[config.mk]
export PLATFORM = sky130hd
export DESIGN_NAME = mmc1_reg_core
export DESIGN_NICKNAME = d
export VERILOG_FILES = /design/src/rtl/mmc1_pkg.sv /design/src/rtl/mmc1_serial_loader.sv /design/src/rtl/mmc1_reg_core.sv
export SDC_FILE = /design/constraint.sdc
export NUM_CORES = 1
export LEC_CHECK = 0
export CORE_ASPECT_RATIO = 1.75
export CORE_MARGIN = 1
export CORE_UTILIZATION = 40
export DETAILED_ROUTE_END_ITERATION = 12
export PLACE_DENSITY = 0.68
export SLEW_MARGIN = 0
export SYNTH_ARGS = -nofsm -noshare
export SYNTH_HDL_FRONTEND = slang
export SYNTH_SLANG_ARGS = --single-unit
[constraint.sdc]
create_clock -name clk -period 3.4 [get_ports clk]
set_clock_uncertainty 0.2 [all_clocks]
set_input_delay 1.02 -clock clk [delete_from_list [all_inputs] [get_ports clk]]
set_output_delay 1.02 -clock clk [all_outputs]
set_load 0.1 [all_outputs]
[src/rtl/mmc1_pkg.sv]
// Shared definitions for the MMC1 register core: register indexes,
// save-state slots and the decoded views of the ctrl register.
package mmc1_pkg;

  localparam logic [1:0] REG_CTRL = 2'd0;
  localparam logic [1:0] REG_CHR0 = 2'd1;
  localparam logic [1:0] REG_CHR1 = 2'd2;
  localparam logic [1:0] REG_PRG  = 2'd3;

  localparam logic [7:0] SST_SR = 8'd4;

  // ctrl[1:0]: single-screen low/high, vertical, horizontal
  typedef enum logic [1:0] {
    MIR_1LO = 2'd0,
    MIR_1HI = 2'd1,
    MIR_V   = 2'd2,
    MIR_H   = 2'd3
  } mirror_e;

  // ctrl[3:2]: 32KB switching (two encodings), fixed-low, fixed-high
  typedef enum logic [1:0] {
    PRG_32K_A  = 2'd0,
    PRG_32K_B  = 2'd1,
    PRG_FIX_LO = 2'd2,
    PRG_FIX_HI = 2'd3
  } prg_mode_e;

endpackage

[src/rtl/mmc1_serial_loader.sv]
// MMC1 serial port: detects CPU write strobes on the M2 falling edge,
// applies the RMW consecutive-write filter and assembles 5-bit values.
module mmc1_serial_loader
  import mmc1_pkg::*;
#(
  parameter bit WR_FILTER = 1'b1
) (
  input  logic       clk,
  input  logic       rst,
  input  logic       cpu_m2,
  input  logic       cpu_ce_n,
  input  logic       cpu_rw,
  input  logic       cpu_d7,
  input  logic       cpu_d0,
  input  logic [1:0] cpu_addr,
  input  logic       sst_we,
  input  logic       sst_sr_sel,
  input  logic [2:0] sst_cnt,
  input  logic [3:0] sst_sr,
  output logic       load_stb,
  output logic [1:0] load_idx,
  output logic [4:0] load_data,
  output logic       clr_stb,
  output logic [7:0] sst_sr_q
);

  logic       m2_q;
  logic       last_wr;
  logic [3:0] sr;
  logic [2:0] cnt;

  logic m2_fall;
  logic wr_cyc;
  logic wr_stb;
  logic wr_acc;

  assign m2_fall = m2_q & ~cpu_m2;
  assign wr_cyc  = ~cpu_ce_n & ~cpu_rw;
  // A read-modify-write instruction writes twice on back-to-back M2 cycles;
  // the real chip only honours the first, which games rely on.
  assign wr_stb  = m2_fall & wr_cyc & ~(WR_FILTER & last_wr);
  assign wr_acc  = wr_stb & ~sst_we;

  assign clr_stb   = wr_acc & cpu_d7;
  assign load_stb  = wr_acc & ~cpu_d7 & (cnt == 3'd4);
  assign load_idx  = cpu_addr;
  assign load_data = {cpu_d0, sr};
  assign sst_sr_q  = {cnt, 1'b0, sr};

  // NOTE: sequential state uses non-blocking (<=) so every flop samples the
  // pre-edge values; blocking here would make ordering inside the block matter.
  always_ff @(posedge clk) begin
    if (rst) begin
      m2_q    <= 1'b0;
      last_wr <= 1'b0;
      sr      <= 4'h0;
      cnt     <= 3'd0;
    end else begin
      m2_q <= cpu_m2;
      if (m2_fall) last_wr <= wr_cyc;

      if (sst_we) begin
        if (sst_sr_sel) begin
          cnt <= sst_cnt;
          sr  <= sst_sr;
        end
      end else if (wr_stb) begin
        if (cpu_d7 || cnt == 3'd4) begin
          sr  <= 4'h0;
          cnt <= 3'd0;
        end else begin
          sr  <= {cpu_d0, sr[3:1]};
          cnt <= cnt + 3'd1;
        end
      end
    end
  end

endmodule

[src/rtl/mmc1_reg_core.sv]
// MMC1 register core: holds ctrl/chr0/chr1/prg, decodes banked PRG/CHR
// addresses, CIRAM A10 and WRAM enable, and exposes save-state access.
module mmc1_reg_core
  import mmc1_pkg::*;
#(
  parameter bit         WR_FILTER = 1'b1,
  parameter logic [4:0] CTRL_RST  = 5'h0C
) (
  input  logic       clk,
  input  logic       rst,
  input  logic [1:0] cpu_addr,
  input  logic       cpu_d7,
  input  logic       cpu_d0,
  input  logic       cpu_m2,
  input  logic       cpu_ce_n,
  input  logic       cpu_rw,
  input  logic [2:0] ppu_addr,
  output logic       wram_ce,
  output logic       prg_ce_n,
  output logic       ciram_a10,
  output logic [3:0] prg_addr,
  output logic [4:0] chr_addr,
  input  logic [7:0] sst_addr,
  input  logic       sst_we,
  input  logic [7:0] sst_do,
  output logic [7:0] sst_di
);

  logic [4:0] ctrl, chr0, chr1, prg;

  logic       load_stb;
  logic [1:0] load_idx;
  logic [4:0] load_data;
  logic       clr_stb;
  logic [7:0] sst_sr_q;
  logic       sst_reg_sel;

  assign sst_reg_sel = (sst_addr[7:2] == 6'd0);

  mmc1_serial_loader #(.WR_FILTER(WR_FILTER)) u_loader (
    .clk        (clk),
    .rst        (rst),
    .cpu_m2     (cpu_m2),
    .cpu_ce_n   (cpu_ce_n),
    .cpu_rw     (cpu_rw),
    .cpu_d7     (cpu_d7),
    .cpu_d0     (cpu_d0),
    .cpu_addr   (cpu_addr),
    .sst_we     (sst_we),
    .sst_sr_sel (sst_addr == SST_SR),
    .sst_cnt    (sst_do[7:5]),
    .sst_sr     (sst_do[3:0]),
    .load_stb   (load_stb),
    .load_idx   (load_idx),
    .load_data  (load_data),
    .clr_stb    (clr_stb),
    .sst_sr_q   (sst_sr_q)
  );

  always_ff @(posedge clk) begin
    if (rst) begin
      ctrl <= CTRL_RST;
      chr0 <= 5'h00;
      chr1 <= 5'h00;
      prg  <= 5'h00;
    end else if (sst_we) begin
      if (sst_reg_sel) begin
        case (sst_addr[1:0])
          REG_CTRL: ctrl <= sst_do[4:0];
          REG_CHR0: chr0 <= sst_do[4:0];
          REG_CHR1: chr1 <= sst_do[4:0];
          REG_PRG:  prg  <= sst_do[4:0];
          default:  ;
        endcase
      end
    end else if (clr_stb) begin
      ctrl <= ctrl | CTRL_RST;
    end else if (load_stb) begin
      case (load_idx)
        REG_CTRL: ctrl <= load_data;
        REG_CHR0: chr0 <= load_data;
        REG_CHR1: chr1 <= load_data;
        REG_PRG:  prg  <= load_data;
        default:  ;
      endcase
    end
  end

  mirror_e   mir;
  prg_mode_e prg_mode;
  logic      a14;

  assign mir      = mirror_e'(ctrl[1:0]);
  assign prg_mode = prg_mode_e'(ctrl[3:2]);
  assign a14      = cpu_addr[1];

  // NOTE: every output of this block gets a default before the case logic,
  // so no path leaves a variable unassigned and no latch is inferred.
  always_comb begin
    ciram_a10 = 1'b0;
    prg_addr  = 4'h0;
    chr_addr  = {chr0[4:1], ppu_addr[2]};

    case (mir)
      MIR_1LO: ciram_a10 = 1'b0;
      MIR_1HI: ciram_a10 = 1'b1;
      MIR_V:   ciram_a10 = ppu_addr[0];
      MIR_H:   ciram_a10 = ppu_addr[1];
      default: ciram_a10 = 1'b0;
    endcase

    if (ctrl[4]) chr_addr = ppu_addr[2] ? chr1 : chr0;

    case (prg_mode)
      PRG_FIX_LO: prg_addr = a14 ? prg[3:0] : 4'h0;
      PRG_FIX_HI: prg_addr = a14 ? 4'hF : prg[3:0];
      default:    prg_addr = {prg[3:1], a14};
    endcase
  end

  assign prg_ce_n = cpu_ce_n;
  assign wram_ce  = cpu_ce_n & (cpu_addr == 2'b11) & ~prg[4];

  always_comb begin
    sst_di = 8'hFF;
    if (sst_reg_sel) begin
      case (sst_addr[1:0])
        REG_CTRL: sst_di = {3'b000, ctrl};
        REG_CHR0: sst_di = {3'b000, chr0};
        REG_CHR1: sst_di = {3'b000, chr1};
        REG_PRG:  sst_di = {3'b000, prg};
        default:  sst_di = 8'hFF;
      endcase
    end else if (sst_addr == SST_SR) begin
      sst_di = sst_sr_q;
    end
  end

endmodule

==> flow_summary.toml, run 1 <==
[cts]
cts.htree.levels = 2
numCtsBuffers = 5
clkSinkCount = 29
clockBufferDepth = 2
clock_latency_ps = 280
clock_tree.root_cell = "clkbuf_8"
path_clk_slew_ps = 60
tritoncts = "done"

[timing]
finalSetupTns_ps = 0
period_share = 0.9974
finalHoldViolations = 0
drv_slew = 0
min_period_ps = 3391
rsz0062_at_grt = "true"
max_freq_mhz = 294.9
worst_pin_slew_ps = 466.7
fin_ws_ps = 8.969
max-slew-margin-rel = 0.6869
setup_viol = 0

[drt]
ant_nets = 0
drt_iter0_markers = 73
via_per_inst = 5.693
drtPass1Iterations = 5
wl_per_cell_um = 17.67
routed_wl_um = 5637
via_count = 1816
drc = 0

[worst_setup_path]
worstPathRequired_ps = 2180
cp-start-kind = "primary input"
critPathArrivalTime_ps = 2170
cp_slowest_cell = "nor4_4"
crit_fanout = 8
cpPeakStageDelay_ps = 250
worst-r2r-setup-slack_ps = 1210
critPathCaptureType = "output pin"
path_class = "primary input to output pin"
cp_top_family = "buffers and inverters"
crit_chain = "buf_6, nor4_4, buf_4, nand3_4, buf_8, o22a_4, buf_12"
critPathBufInv = 4

[yosys]
yosysUniqueCellTypes = 42
ys.flop_type = "dfxtp_1"
netlist.top_cell.by_area = "dfxtp_1"
synth_seq_area_share = 0.3116
async_flop_share = 0
synth.avg_cell_area_um2 = 9.409
synth_edf_count = 0
synth_cells = 198
synth_seq_cells = 29
ys_warn_count = 0
synth_top_area_share = 0.3116
synthesis.area_um2 = 1863
synth_area_leaders = "dfxtp_1 31%, mux2i_1 7.5%, mux4_2 6.0%, mux2_4 4.8%, mux2_2 4.2%"
synth_nets = 229

[hold_path]
worstHoldPathType = "flip-flop to flip-flop"

[layout]
multi_input_area_um2 = 1341
fillers = 340
area_growth_pct = 61.32
diodes = 0
nNetsFinal = 298
design_area_um2 = 3005
seq_area_um2 = 580.6
drive_above_1_share = 0.3993
post-route-util = 0.6762

[power_and_ir_drop]
peakVddDrop_mv = 0.3255
internal-power_w = 0.0006781
netSwitchingFraction = 0.2761
power_leakage_nw = 1.246
p_comb_frac = 0.223
p_clk_frac = 0.404
p_per_area_nw_per_um2 = 311.7
p_switching_w = 0.0002586
pwr-share-seq = 0.373

[floorplan]
initial_utilization = 0.4192
die_h_um = 92.28
die-area_um2 = 4945
num_rows = 32
die_w_um = 53.59
fp.coreArea_um2 = 4444
io_pins = 49

[global_routing]
first_global_vias = 1864
groute.usage.overall = 0.2507
antenna_found_initial = 0
grt_max_degree = 18
grt_overflow = 0
grt_pass1_wl_um = 8804

[status]
status = "complete, no violations"

[place]
gp_congestion = 0.8780
io_buffers = 48
dp.final_hpwl_um = 4270
pre_cts_ws_ps = -440.7
place_area_um2 = 2803

[flow_run]
drv_cap = 0
==> area by class of cell <==
cell class | count | area share
clock inverter | 1 | 0.009992
inverter | 7 | 0.008743
clock buffer | 7 | 0.02873
sequential | 29 | 0.1932
tap | 51 | 0.02123
timing repair buffer | 75 | 0.2918
multi-input combinational | 149 | 0.4463
==> routing by layer <==
metal / GRT usage / part of all wire / vias up
met3: 0.04975 / 0.043 / 17
met1: 0.2710 / 0.39 / 860
met4: 0.1294 / 0.033 / 0
met2: 0.4344 / 0.54 / 57
li1: - / - / 882
met5: 0 / 0 / -
==> worst register-to-register path: cells and delay by family, from the launching register on <==
| family | cells | cell delay, ps |
|---|---|---|
| AO/OA/AOI/OAI | 1 | 190 |
| AND/OR/NAND/NOR | 2 | 1020 |
| buffers and inverters | 1 | 190 |
| multiplexers | 1 | 180 |
| flip-flops | 1 | 330 |
==> power by group through the flow <==
stage	logic [W]	clock network, W	registers [W]
finish	0.000209	0.000379	0.000349
detailed placement	0.000203	0	0.000356
global route	0.000218	0.000390	0.000350
CTS	0.000204	0.000380	0.000349
floorplan	0.000113	0	0.000355
global placement	0.000202	0	0.000356
==> what timing repair did <==
item | in CTS | in global routing
pin swaps | 3 | 4
hold buffers | 0 | 0
setup buffers | 2 | 1
setup endpoints to repair | 17 | 12
resized for setup | 34 | 9
==> cells in the mapped netlist, types with 2 or more instances <==
cell      count
a211oi_1      3
a21oi_1      11
a222oi_1      7
a311oi_1      2
a41oi_1       2
and3_1        3
clkbuf_1     10
dfxtp_1      29
ha_1          2
inv_1         6
mux2_2        7
mux2_4        6
mux2i_1      14
mux4_2        5
nand2_1      19
nand2b_1      4
nand3_1       2
nor2_1       13
nor2b_1       8
nor3_1        9
nor3b_1       2
nor4_1        3
nor4_2        3
o211ai_4      3
o21a_1        4
o21ai_0       2
o22a_1        4
==> cell usage in the layout, fill, tap and decap left out, types with 4 or more instances in the layout <==
| cell | count |
|---|---|
| dfxtp_1 | 29 |
| buf_4 | 26 |
| buf_12 | 20 |
| clkdlybuf4s50_1 | 18 |
| nand2_1 | 17 |
| mux2i_1 | 14 |
| a21oi_1 | 10 |
| nor3_1 | 9 |
| nor2_1 | 7 |
| mux2_4 | 7 |
| a222oi_1 | 7 |
| nor2b_1 | 7 |
| inv_1 | 6 |
| mux2_2 | 6 |
| clkbuf_8 | 6 |
| mux4_2 | 5 |
| nand2b_1 | 4 |
| o22a_4 | 4 |
==> logic make-up after synthesis <==
family | after synthesis | synth area share
compound gates | 42 | 0.1887
flops | 29 | 0.3116
fa+ha+maj | 2 | 0.01343
simple gates | 73 | 0.2129
mux | 32 | 0.2263
buf+inv | 20 | 0.04701
==> sequential cells by signal, summed over array words and instances (netlist names) <==
signal	flops
ctrl	5
chr0	5
u_loader.cnt	3
prg	5
u_loader.sr	4
u_loader.m2_q	1
u_loader.last_wr	1
chr1	5
==> metrics by stage <==
stage / total power (W) / hold WS (ps) / cells
floorplan: 0.0004680 / 245.1 / 198
global placement: 0.0005581 / 257.1 / 308
detailed placement: 0.0005599 / 272.4 / 308
CTS: 0.0009326 / 280.9 / 318
global route: 0.0009568 / 303.0 / 319
finish: 0.0009367 / 273.8 / 319
==> path summary, 6_finish.rpt <==
kind                                  from                             to  cells after the start
max                            sst_addr[4]                      sst_di[1]                      7
min reg2reg  u_loader.last_wr$_SDFFE_PP0N_  u_loader.last_wr$_SDFFE_PP0N_                      2
min          u_loader.last_wr$_SDFFE_PP0N_  u_loader.last_wr$_SDFFE_PP0N_                      2
max reg2reg       u_loader.m2_q$_SDFF_PP0_           chr0[4]$_SDFFE_PP0P_                      5
No activity file was read; power rests on OpenSTA's default activity.
==> run 2, diff against run 1 <==
--- a/config.mk
+++ b/config.mk
@@ -6,7 +6,7 @@
 export NUM_CORES = 1
 export LEC_CHECK = 0
 export CORE_ASPECT_RATIO = 1.75
-export CORE_MARGIN = 1
+export CORE_MARGIN = 2
 export CORE_UTILIZATION = 40
 export DETAILED_ROUTE_END_ITERATION = 12
 export PLACE_DENSITY = 0.68
==> run 2 against run 1 <==
Against the previous run:
- clock power shrank 25%
- sequential share of layout area up 0.33 points
- final cell count is 0.63% lower
- fmax increased by 0.24%
- register-to-register slack got worse by 20 ps
- critical path depth down 3
- hold slack better by 6.6 ps
- design area is 1.7% lower
- non-clock buffer count down 2
- combinational power about the same
==> flow_summary.toml, run 2 (synthesis gave the netlist of run 1 again) <==
[status]
status = "complete, no violations"

[floorplan]
num_rows = 32
fp.coreArea_um2 = 4444
die-area_um2 = 5241
die_h_um = 94.28
initial_utilization = 0.4192
io_pins = 49
die_w_um = 55.59

[drt]
drc = 0
routed_wl_um = 5653
drtPass1Iterations = 5
drt_iter0_markers = 89
ant_nets = 0
via_count = 1852
via_per_inst = 5.842
wl_per_cell_um = 17.83

[global_routing]
grt_pass1_wl_um = 9301
grt_busiest_layer = "met2"
antenna_found_initial = 0
use_met2 = 0.4385
use_met1 = 0.2143
grt_overflow = 0
groute.usage.overall = 0.2279
first_global_vias = 1999
grt_max_degree = 21
grt_use_met3 = 0.04959

[hold_path]
worstHoldPathType = "flip-flop to flip-flop"

[cts]
hold_buffers = 0
clockBufferDepth = 2
clock_latency_ps = 290
path_clk_slew_ps = 70
clock_tree.root_cell = "clkbuf_8"
numCtsBuffers = 5
tritoncts = "done"
cts.htree.levels = 2
clkSinkCount = 29

[place]
dp.cells = 307
io_buffers = 48
dp.final_hpwl_um = 4316
gp_congestion = 0.8266

[timing]
period_share = 0.9949
rsz0062_at_grt = "true"
timing.hold.ws_ps = 280.3
max_freq_mhz = 295.6
finalHoldViolations = 0
min_period_ps = 3383
worst_pin_slew_ps = 434.2
setup_viol = 0
drv_slew = 0
max-slew-margin-rel = 0.7088

[layout]
mostFrequentLayoutCell = "dfxtp_1"
final_cell_mix = "29 x dfxtp_1, 24 x buf_4, 20 x buf_12"
fillers = 356
diodes = 0
nNetsFinal = 296
drive_above_1_share = 0.4098
area_growth_pct = 58.63
layout.cells.non_filler = 317

[worst_setup_path]
crit_fanout = 5
worstPathRequired_ps = 2180
critPathCaptureType = "output pin"
path_class = "primary input to output pin"
critPathArrivalTime_ps = 2160
cp-start-kind = "primary input"

[power_and_ir_drop]
peakVddDrop_mv = 0.3792
p_per_area_nw_per_um2 = 285.7
power_w = 0.0008444
power_leakage_nw = 1.197

[flow_run]
drv_cap = 0
run 2: cell count changes in the layout (fill, tap and decap cells not counted), moves of 2 or more:
cell	delta
a21oi_2	+2
clkinv_2	+2
a21oi_1	-2
buf_4	-2
run 2: worst paths after layout:
check	endpoint	depth (start not counted)	startpoint	slack [ps]
setup / recovery	chr_addr[3]	4	ppu_addr[2]	20
setup reg to reg	chr1[1]$_SDFFE_PP0P_	5	u_loader.m2_q$_SDFF_PP0_	1190
hold reg to reg	chr1[4]$_SDFFE_PP0P_	2	chr1[4]$_SDFFE_PP0P_	280
hold / removal	chr1[4]$_SDFFE_PP0P_	2	chr1[4]$_SDFFE_PP0P_	280
run 2: what timing repair did:
item	4_1_cts	5_1_grt
buffers inserted	2	0
endpoints found under the setup margin	17	12
gates resized for setup	38	6
pin swaps	4	5
run 2: final cells by class:
type,count,area [µm²],share of cell area
Inverter,7,26.28,0.008891
Tap cell,51,63.81,0.02159
Clock buffer,5,68.82,0.02329
Timing Repair Buffer,73,849.6,0.2875
Sequential cell,29,580.6,0.1964
Clock inverter,3,17.52,0.005927
Multi-Input combinational cell,149,1349,0.4564
run 2: report_power, final:
part | switching [W] | internal [W] | leakage, nW
combinational | 0.000115 | 0.0000943 | 0.918
sequential | 0.00000431 | 0.000345 | 0.234
clock | 0.000145 | 0.000141 | 0.0439
total | 0.000265 | 0.000580 | 1.20
run 2: critical path, stage by stage:
cell             delay, ps
clkdlybuf4s50_1        430
nand2_2                150
mux2_2                 390
buf_12                 170
run 2: metal layers:
layer  part of all wire  routed length (µm)  vias to the layer above
met3              0.051                 289                       27
met5                  0                   0                        -
met1               0.36                2044                      877
met2               0.54                3035                       68
li1                   -                   -                      880
met4              0.050                 283                        0
run 2: per-stage QoR:
| stage | setup TNS (ps) | utilization | instance area [µm²] | worst slack, ps |
|---|---|---|---|---|
| 3_5_place_dp | -4101 | 0.6289 | 2795 | -480.4 |
| 6_report | 0 | 0.6650 | 2955 | 17.26 |
| 5_1_grt | -23.42 | 0.6650 | 2955 | -8.417 |
| 3_3_place_gp | -3787 | 0.6289 | 2795 | -442.7 |
| 2_1_floorplan | -181.5 | - | 1942 | -99.98 |
| 4_1_cts | 0 | 0.6610 | 2938 | 10.01 |
